$ cat config.mk
export PLATFORM = sky130hd
export DESIGN_NAME = regfile_write_arbiter
export DESIGN_NICKNAME = d
export VERILOG_FILES = /design/src/rtl/regfile_arb_pkg.sv /design/src/rtl/rr_priority_picker.sv /design/src/rtl/regfile_write_arbiter.sv
export SDC_FILE = /design/constraint.sdc
export NUM_CORES = 1
export LEC_CHECK = 0
export BUFFER_PORTS_ARGS = -buffer_cell sky130_fd_sc_hd__buf_4
export CORE_MARGIN = 2
export CORE_UTILIZATION = 43
export DETAILED_ROUTE_END_ITERATION = 7
export PLACE_DENSITY = 0.94
export SLEW_MARGIN = 20
export SYNTH_ARGS = -nofsm -noshare
export SYNTH_HDL_FRONTEND = slang
export SYNTH_SLANG_ARGS = --single-unit
$ cat constraint.sdc
create_clock -name clk -period 6.2 [get_ports clk]
set_input_delay 0 -clock clk [delete_from_list [all_inputs] [get_ports clk]]
set_output_delay 0 -clock clk [all_outputs]
set_load 0.03 [all_outputs]
$ cat src/rtl/regfile_arb_pkg.sv
// Shared constants and helpers for the register-file write-port arbiter.
package regfile_arb_pkg;

    localparam int         REG_ZERO           = 0;
    localparam logic [7:0] DROP_CNT_MAX       = 8'd255;
    localparam int         DEFAULT_DATA_WIDTH = 32;
    localparam int         DEFAULT_ADDR_WIDTH = 5;

    // Low bit of requester idx's field inside a flattened request bus.
    function automatic int slice_lo(input int idx, input int width);
        return idx * width;
    endfunction

endpackage

$ cat src/rtl/rr_priority_picker.sv
// Combinational round-robin picker: first valid requester at or above rr_ptr,
// wrapping to the lowest index when none is found above it.
module rr_priority_picker #(
    parameter int NUM_REQ  = 4,
    parameter int ID_WIDTH = 2
) (
    input  logic [NUM_REQ-1:0]  valid,
    input  logic [ID_WIDTH-1:0] rr_ptr,
    output logic [NUM_REQ-1:0]  grant,
    output logic [ID_WIDTH-1:0] grant_id
);

    logic w_found;

    always_comb begin
        // NOTE: every output gets a default first so no path through the block infers a latch.
        grant    = '0;
        grant_id = '0;
        w_found  = 1'b0;
        for (int i = 0; i < NUM_REQ; i++) begin
            if (!w_found && valid[i] && (i >= int'(rr_ptr))) begin
                grant[i] = 1'b1;
                grant_id = ID_WIDTH'(i);
                w_found  = 1'b1;
            end
        end
        // Wrap-around pass covers requesters below the pointer.
        for (int i = 0; i < NUM_REQ; i++) begin
            if (!w_found && valid[i]) begin
                grant[i] = 1'b1;
                grant_id = ID_WIDTH'(i);
                w_found  = 1'b1;
            end
        end
    end

endmodule

$ cat src/rtl/regfile_write_arbiter.sv
// Round-robin arbiter sharing the register file's single write port; one
// registered write per cycle, register-0 writes accepted but suppressed.
module regfile_write_arbiter
    import regfile_arb_pkg::*;
#(
    parameter int NUM_REQ    = 4,
    parameter int DATA_WIDTH = DEFAULT_DATA_WIDTH,
    parameter int ADDR_WIDTH = DEFAULT_ADDR_WIDTH,
    parameter int ID_WIDTH   = 2
) (
    input  logic                          clk,
    input  logic                          reset,
    input  logic                          stall,
    input  logic [NUM_REQ-1:0]            req_valid,
    input  logic [NUM_REQ*ADDR_WIDTH-1:0] req_addr,
    input  logic [NUM_REQ*DATA_WIDTH-1:0] req_data,
    output logic [NUM_REQ-1:0]            req_ready,
    output logic                          wr_enable,
    output logic [ADDR_WIDTH-1:0]         wr_addr,
    output logic [DATA_WIDTH-1:0]         wr_data,
    output logic [ID_WIDTH-1:0]           grant_id,
    output logic [7:0]                    drop_count
);

    logic [ID_WIDTH-1:0]   r_rr_ptr;
    logic                  r_wr_enable;
    logic [ADDR_WIDTH-1:0] r_wr_addr;
    logic [DATA_WIDTH-1:0] r_wr_data;
    logic [ID_WIDTH-1:0]   r_grant_id;
    logic [7:0]            r_drop_count;

    logic [NUM_REQ-1:0]    w_pick_grant;
    logic [ID_WIDTH-1:0]   w_pick_id;
    logic [NUM_REQ-1:0]    w_ready;
    logic                  w_accept;
    logic [ADDR_WIDTH-1:0] w_acc_addr;
    logic [DATA_WIDTH-1:0] w_acc_data;
    logic                  w_acc_is_zero;

    rr_priority_picker #(
        .NUM_REQ  (NUM_REQ),
        .ID_WIDTH (ID_WIDTH)
    ) u_picker (
        .valid    (req_valid),
        .rr_ptr   (r_rr_ptr),
        .grant    (w_pick_grant),
        .grant_id (w_pick_id)
    );

    assign w_ready   = (reset || stall) ? '0 : w_pick_grant;
    assign w_accept  = |w_ready;
    assign req_ready = w_ready;

    // One-hot AND-OR mux of the winning requester's address and data.
    always_comb begin
        w_acc_addr = '0;
        w_acc_data = '0;
        for (int i = 0; i < NUM_REQ; i++) begin
            if (w_pick_grant[i]) begin
                w_acc_addr = w_acc_addr | req_addr[slice_lo(i, ADDR_WIDTH) +: ADDR_WIDTH];
                w_acc_data = w_acc_data | req_data[slice_lo(i, DATA_WIDTH) +: DATA_WIDTH];
            end
        end
    end

    assign w_acc_is_zero = (w_acc_addr == ADDR_WIDTH'(REG_ZERO));

    always_ff @(posedge clk) begin
        if (reset) begin
            r_rr_ptr     <= '0;
            r_wr_enable  <= 1'b0;
            r_wr_addr    <= '0;
            r_wr_data    <= '0;
            r_grant_id   <= '0;
            r_drop_count <= '0;
        end else begin
            r_wr_enable <= 1'b0;
            if (w_accept) begin
                r_rr_ptr    <= (w_pick_id == ID_WIDTH'(NUM_REQ - 1)) ? '0 : w_pick_id + ID_WIDTH'(1);
                r_wr_enable <= !w_acc_is_zero;
                r_wr_addr   <= w_acc_addr;
                r_wr_data   <= w_acc_data;
                r_grant_id  <= w_pick_id;
                if (w_acc_is_zero && (r_drop_count != DROP_CNT_MAX)) begin
                    r_drop_count <= r_drop_count + 8'd1;
                end
            end
        end
    end

    assign wr_enable  = r_wr_enable;
    assign wr_addr    = r_wr_addr;
    assign wr_data    = r_wr_data;
    assign grant_id   = r_grant_id;
    assign drop_count = r_drop_count;

endmodule

Yosys cells after proc, flatten, opt, wreduce, memory -nomap -nowiden

Cells that the tools add are included.

Register bits after elaboration: 50
Input port bits: 155
Output and inout bits: 52
Word-level logic and storage cells: 75

Add/subtract/negate cells: 2
$lt $le $gt $ge: 3
Equality and inequality tests: 2
Mux-type cells: 31
Bitwise logic cells: 7
Reduce and logical (&&, ||, !) cells: 24

Operators with widths:

| operator                                                                            | count |
|---|---|
| 32-bit 2-to-1 mux                                                                   | 4 |
| 32-bit bitwise OR                                                                   | 3 |
| 5-bit 2-to-1 mux                                                                    | 4 |
| 1-bit 2-to-1 mux                                                                    | 15 |
| 5-bit bitwise OR                                                                    | 3 |
| 2-bit 2-to-1 mux                                                                    | 7 |
| 1-bit logical AND                                                                   | 11 |
| 8-bit by 1-bit adder with 8-bit output (second input constant)                      | 1 |
| 1-bit zero test                                                                     | 8 |
| 8-bit != test (second input constant)                                               | 1 |
| 5-bit zero test                                                                     | 1 |
| 1-bit by 2-bit greater-or-equal comparator with 1-bit output (first input constant) | 2 |
| 4-bit 2-to-1 mux                                                                    | 1 |
| 4-bit OR reduction                                                                  | 1 |
| 2-bit by 1-bit adder with 2-bit output (second input constant)                      | 1 |
| 2-bit equality test (second input constant)                                         | 1 |
| 2-bit greater-or-equal comparator (first input constant)                            | 1 |
| 2-bit AND reduction                                                                 | 1 |
| 2-bit OR reduction                                                                  | 1 |
| 1-bit logical OR                                                                    | 1 |
| 1-bit NOT                                                                           | 1 |

Depth between registers and ports, before layout

Depth after elaboration: 30
Gate-level depth with buffers: 10
Gate-level depth less buffers: 7

Modules after synthesis

A second synthesis with hierarchy kept.

Cell total of the unflattened synthesis: 324
Area total of the unflattened synthesis: 2762.6 um2

Modules (own cells, without submodules):

| module                | times used | cells each | area an instance (um2) | seq. area each (um2) |
|---|---|---|---|---|
| regfile_write_arbiter | 1          | 293        | 2553.7                 | 1001.0 |
| rr_priority_picker    | 1          | 31         | 209.0                  | 0.0 |

Worst setup path before layout

No wires, ideal clock.

Path type: register to register
Start point: register r_rr_ptr[1]
End point: register r_drop_count[7] (netlist: drop_count[7])
Library setup time: 0.123 ns
Arrival: 2.192 ns
Setup slack: 3.885 ns
Stages on the path, launching flop included: 11
Buffers on the path: 3
Period minus slack after synthesis: 2.315 ns
Cells stage by stage: dfxtp_1 buf_4 a21oi_1 o211a_1 buf_2 a32o_1 a221oi_2 nand4b_1 buf_2 nor4_1 mux2_1

Cells in the longest elaborated chain, start to end: 30
Elaborated cells on any way between the ends: 46
Classes of those cells: 3 x order compare; 19 x mux; 3 x bitwise; 21 x reduce/logical

RTL lines:

| element                                                      | RTL line                    | text |
|---|---|---|
| from (decl)                                                  | regfile_write_arbiter.sv:25 | `logic [ID_WIDTH-1:0] r_rr_ptr;` |
| from (signal assigned)                                       | regfile_write_arbiter.sv:79 | `r_rr_ptr <= (w_pick_id == ID_WIDTH'(NUM_REQ - 1)) ? '0 : w_pick_id + ID_WIDTH'(1);` |
| 1-bit by 2-bit greater-or-equal comparator with 1-bit output | rr_priority_picker.sv:21    | `if (!w_found && valid[i] && (i >= int'(rr_ptr))) begin` |
| 1-bit logical AND                                            | rr_priority_picker.sv:21    |  |
| 1-bit 2-to-1 mux                                             | rr_priority_picker.sv:21    |  |
| 1-bit zero test                                              | rr_priority_picker.sv:21    |  |
| 1-bit logical AND (2 in series)                              | rr_priority_picker.sv:21    |  |
| 1-bit 2-to-1 mux                                             | rr_priority_picker.sv:21    |  |
| 1-bit zero test                                              | rr_priority_picker.sv:21    |  |
| 1-bit logical AND (2 in series)                              | rr_priority_picker.sv:21    |  |
| [... 12 more ...]                                            | n/a                         |  |
| 1-bit 2-to-1 mux                                             | rr_priority_picker.sv:29    | `if (!w_found && valid[i]) begin` |
| 1-bit zero test                                              | rr_priority_picker.sv:29    |  |
| 1-bit logical AND                                            | rr_priority_picker.sv:29    |  |
| 1-bit 2-to-1 mux                                             | rr_priority_picker.sv:29    |  |
| 5-bit 2-to-1 mux                                             | regfile_write_arbiter.sv:59 | `if (w_pick_grant[i]) begin` |
| 5-bit zero test                                              | regfile_write_arbiter.sv:66 | `assign w_acc_is_zero = (w_acc_addr == ADDR_WIDTH'(REG_ZERO));` |
| 1-bit logical AND                                            | regfile_write_arbiter.sv:84 | `if (w_acc_is_zero && (r_drop_count != DROP_CNT_MAX)) begin` |
| 2-bit AND reduction (no line) *                              | n/a                         |  |
| to (signal assigned)                                         | regfile_write_arbiter.sv:85 | `r_drop_count <= r_drop_count + 8'd1;` |
| to (decl)                                                    | regfile_write_arbiter.sv:30 | `logic [7:0] r_drop_count;` |

Every way passes the cells marked *; elsewhere a longest branch is shown, timed or not.
A chain may end at the register's enable or synchronous reset.

Final worst setup path

Start point: register r_rr_ptr[0]
End point: register r_wr_data[25] (netlist: wr_data[25])

Cells in the longest elaborated chain, start to end: 28
Elaborated cells on any way between the ends: 43
Classes of those cells: 3 x order compare; 19 x mux; 3 x bitwise; 18 x reduce/logical

RTL lines:

| element                                                      | RTL line                    | text |
|---|---|---|
| 1-bit by 2-bit greater-or-equal comparator with 1-bit output | rr_priority_picker.sv:21    |  |
| 1-bit logical AND                                            | rr_priority_picker.sv:21    |  |
| 1-bit 2-to-1 mux                                             | rr_priority_picker.sv:21    |  |
| 1-bit zero test                                              | rr_priority_picker.sv:21    |  |
| 1-bit logical AND (2 in series)                              | rr_priority_picker.sv:21    |  |
| 1-bit 2-to-1 mux                                             | rr_priority_picker.sv:21    |  |
| 1-bit zero test                                              | rr_priority_picker.sv:21    |  |
| 1-bit logical AND (2 in series)                              | rr_priority_picker.sv:21    |  |
| [... 10 more ...]                                            | n/a                         |  |
| 1-bit zero test                                              | rr_priority_picker.sv:29    |  |
| 1-bit logical AND                                            | rr_priority_picker.sv:29    |  |
| 1-bit 2-to-1 mux                                             | rr_priority_picker.sv:29    |  |
| 1-bit zero test                                              | rr_priority_picker.sv:29    |  |
| 1-bit logical AND                                            | rr_priority_picker.sv:29    |  |
| 1-bit 2-to-1 mux                                             | rr_priority_picker.sv:29    |  |
| 4-bit 2-to-1 mux                                             | regfile_write_arbiter.sv:50 | `assign w_ready = (reset \|\| stall) ? '0 : w_pick_grant;` |
| 4-bit OR reduction                                           | regfile_write_arbiter.sv:51 | `assign w_accept = \|w_ready;` |
| to (signal assigned)                                         | regfile_write_arbiter.sv:82 | `r_wr_data <= w_acc_data;` |
| to (decl)                                                    | regfile_write_arbiter.sv:28 | `logic [DATA_WIDTH-1:0] r_wr_data;` |

Several ways; a longest one is shown, not always the timed one.

==> summary.md <==
| Metric | Value |
|---|---|
| Clock latency on the worst-skew pair | 0.30 ns |
| Critical Path Start Type | register |
| Layout area overhead | 84.5% |
| Initial antenna violation count | 0 |
| Slowest cell on crit path | o31a_1 |
| Syn Nets | 467 |
| Initial Utilization | 44.4% |
| Footprint of the multi-input gates | 1490 sq um |
| Max clock buf depth | 2 |
| WL/cell | 20.5 um |
| Endpoints failing hold | 0 |
| Fraction of final layout cells sized beyond drive strength 1 | 40.8% |
| Reg area | 1000 sq um |
| Crit-path max cell delay | 0.62 ns |
| P per Cell Area | 186 nW/um^2 |
| Die ar. | 6760 sq um |
| CORE AREA | 5920 sq um |
| Die Wd | 82.2 um |
| Pin count of the biggest net entering global routing | 47 |
| Minimum clock period | 3.33 ns |
| Nets | 709 |
| Peak supply drop | 0.136 mV |
| Post-Syn Area | 2630 sq um |
| Crit Path Max Fanout | 24 |
| Num ports | 207 |
| Syn_area_per_cell | 8.45 sq um |
| Reg-to-Reg Start | r_rr_ptr[0] |
| CP Class | reg -> reg |
| Final setup violation count | 0 |
| Drt pass-1 iters | 6 |
| Synth Flop Type | dfxtp_1 |
| Fill cells | 361 |
| Min-Delay Path Class | in -> reg |
| H-tree Lvls | 2 |
| First-pass GRT wire length | 18.8 mm |
| DR DRC count | 0 |
| Slew @ Worst Pin | 1.04 ns |
| Leak | 0.00221 uW |
| Dpl hpwl | 7.49 mm |
| Port Buf Inserts | 206 |
| Setup TNS | 0 ns |
| Hold_sp | req_data[109] |
| CP Launch Point | r_rr_ptr[0] |
| Sequential area share after synthesis | 38.1% |
| Vias in the first global route | 3879 |
| Status | complete, no violations |
| Antenna cells | 0 |
| CTS Buf Count | 5 |
| Clk_skew | 0.00670 ns |
| Number of synthesized register bits | 50 |
| CTS tree | yes |
| Fmax | 0.300 GHz |
| Yosys warnings | 0 |
| Final ANT Viol Nets | 0 |
| Slew HR | 30.3% |
| Final Wtd Congestion | 0.888 |
| Distinct cells, synth | 45 |
| Total GRT Usage | 36.9% |
| Max Cap Viol | 0 |
| Routed wire length | 12.9 mm |
| Data required, critical path | 6.44 ns |
| Critical Path End Type | register |
| Fin. max-slew vios | 0 |
| Via count | 3981 |
| Met3 usage | 8.70% |
| Setup ws final | 2.87 ns |
| # rows | 28 |
| GR peak layer | met2 |
| Clock sink total | 50 |
| Data arrival, critical path | 3.58 ns |
| Number of setup buffers added after CTS | 0 |
| Ys async rst share | 0% |
| RSZ-0062 raised after global routing | false |
| Reg clk slew, reported paths | 0.10 ns |
| Critical path's most frequent cell | dlygate4sd3_1 |
| Number of synthesized flops with an enable pin | 0 |
| Drt initial violations | 407 |
| R2R depth | 8 |
| Synth Instances | 311 |
| Met2 Usage GRT | 64.4% |
| Die H | 82.2 um |
| Hold depth | 3 |
| GRT met1 Usage | 40.6% |
| Total gr overflow | 0 |
| Root Buffer | clkbuf_8 |
| Final Cycle Share | 53.7% |
| CP Cell Sequence | nor2b_1, nor3_1, o31a_1, buf_4, a22oi_1, dlygate4sd3_1, a21oi_1, dlygate4sd3_1 |
| Avg Vias per Cell | 6.33 |
| Pre-CTS WS | 2.82 ns |
## stage by stage
step	std cells	power (uW)	hold WS, ns	utilization, %	area (sq um)
2_1_floorplan	311	493	0.115	-	2630
4_1_cts	628	882	0.000123	81.7	4840
6_report	629	902	0.0000955	81.9	4850
3_3_place_gp	564	619	0.285	70.4	4170
5_1_grt	629	929	0.0104	81.9	4850
3_5_place_dp	564	627	0.292	70.4	4170
## path summary, 6_finish.rpt
| check | to | slack, ns |
|---|---|---|
| worst min-delay path | wr_data[13] | 0.0001 |
| worst min register to register | grant_id[1] | 0.47 |
| worst max register to register | wr_data[25] | 2.87 |
| worst max-delay path | wr_data[25] | 2.87 |
## synthesized netlist by cell type (all sizes together) (2+ instances only)
cell type | n | area share [%]
nor4 | 3 | 0.71
or4 | 3 | 0.86
nor3b | 3 | 0.86
a221oi | 36 | 13
o31ai | 3 | 0.86
a32o | 4 | 1.5
nor2b | 6 | 1.4
nor3 | 6 | 1.1
o21ai | 39 | 7.4
nand3 | 5 | 0.95
nand2 | 5 | 0.71
a21oi | 42 | 8.0
buf | 7 | 1.6
nor2 | 14 | 2.1
clkbuf | 25 | 3.6
or3 | 2 | 0.48
inv | 3 | 0.43
a22oi | 32 | 9.1
dfxtp | 50 | 38
mux2 | 3 | 1.3
a211oi | 2 | 0.57
## repair_timing
item | 4_1_cts | 5_1_grt
hold buffers | 56 | 1
endpoints found under the hold margin | 23 | 1
gates resized for setup | 0 | 0
## layout make-up
| class | count | share of cell area [%] |
|---|---|---|
| sequential | 50 | 20.6 |
| clock buffer | 6 | 1.50 |
| tap | 75 | 1.93 |
| inverter | 3 | 0.232 |
| clock inverter | 2 | 0.774 |
| timing repair buffer | 267 | 44.3 |
| multi-input combinational | 226 | 30.7 |
## layout by cell type (no fill, tap or decap), types with 2 or more instances in the layout
| cell | synthesis | layout |
|---|---|---|
| buf_4 | 1 | 210 |
| dlygate4sd3_1 | 0 | 57 |
| dfxtp_1 | 50 | 50 |
| a21oi_1 | 42 | 42 |
| o21ai_0 | 39 | 39 |
| a221oi_1 | 33 | 33 |
| a22oi_1 | 32 | 32 |
| nor2_1 | 13 | 13 |
| nor2b_1 | 6 | 6 |
| nor3_1 | 6 | 5 |
| nand2_1 | 5 | 5 |
| nand3_1 | 5 | 5 |
| clkbuf_8 | 0 | 5 |
| a32o_1 | 4 | 4 |
| nor3b_1 | 3 | 3 |
| nor4_1 | 3 | 3 |
| a221oi_2 | 3 | 3 |
| inv_1 | 3 | 3 |
| o31ai_1 | 3 | 3 |
| or4_1 | 3 | 3 |
| mux2_2 | 2 | 2 |
| a211oi_1 | 2 | 2 |
## routing by layer
| metal | wire length (um) | part of all wire [%] |
|---|---|---|
| met2 | 6370 | 49 |
| met5 | 0 | 0 |
| met4 | 780 | 6.1 |
| met3 | 1210 | 9.4 |
| met1 | 4510 | 35 |
## flip-flops by register name (all words and copies together) (netlist names)
register / cells
wr_data: 32
drop_count: 8
wr_addr: 5
grant_id: 2
r_rr_ptr: 2
wr_enable: 1
## where the power goes
part / leakage (uW) / switching, uW / internal [uW] / total [uW]
clock: 0.0000514 / 110 / 121 / 231
combinational: 0.00175 / 164 / 153 / 317
sequential: 0.000410 / 13.5 / 341 / 354
total: 0.00221 / 288 / 614 / 902
## worst max-delay path, delay by kind of cell, from the launching register on
kind	cells	cell delay, ns
AOI/OAI and AO/OA	3	0.92
buffers and inverters	3	1.60
DFF	1	0.47
and+or+nand+nor	2	0.26
## cell families after synthesis
logic type / Yosys count / share of synthesized area, %
simple gates: 52 / 10.5
fa+ha+maj: 1 / 0.476
flops: 50 / 38.1
compound gates: 170 / 44.0
mux: 3 / 1.29
buf+inv: 35 / 5.62
(Power assumes the default switching activity.)
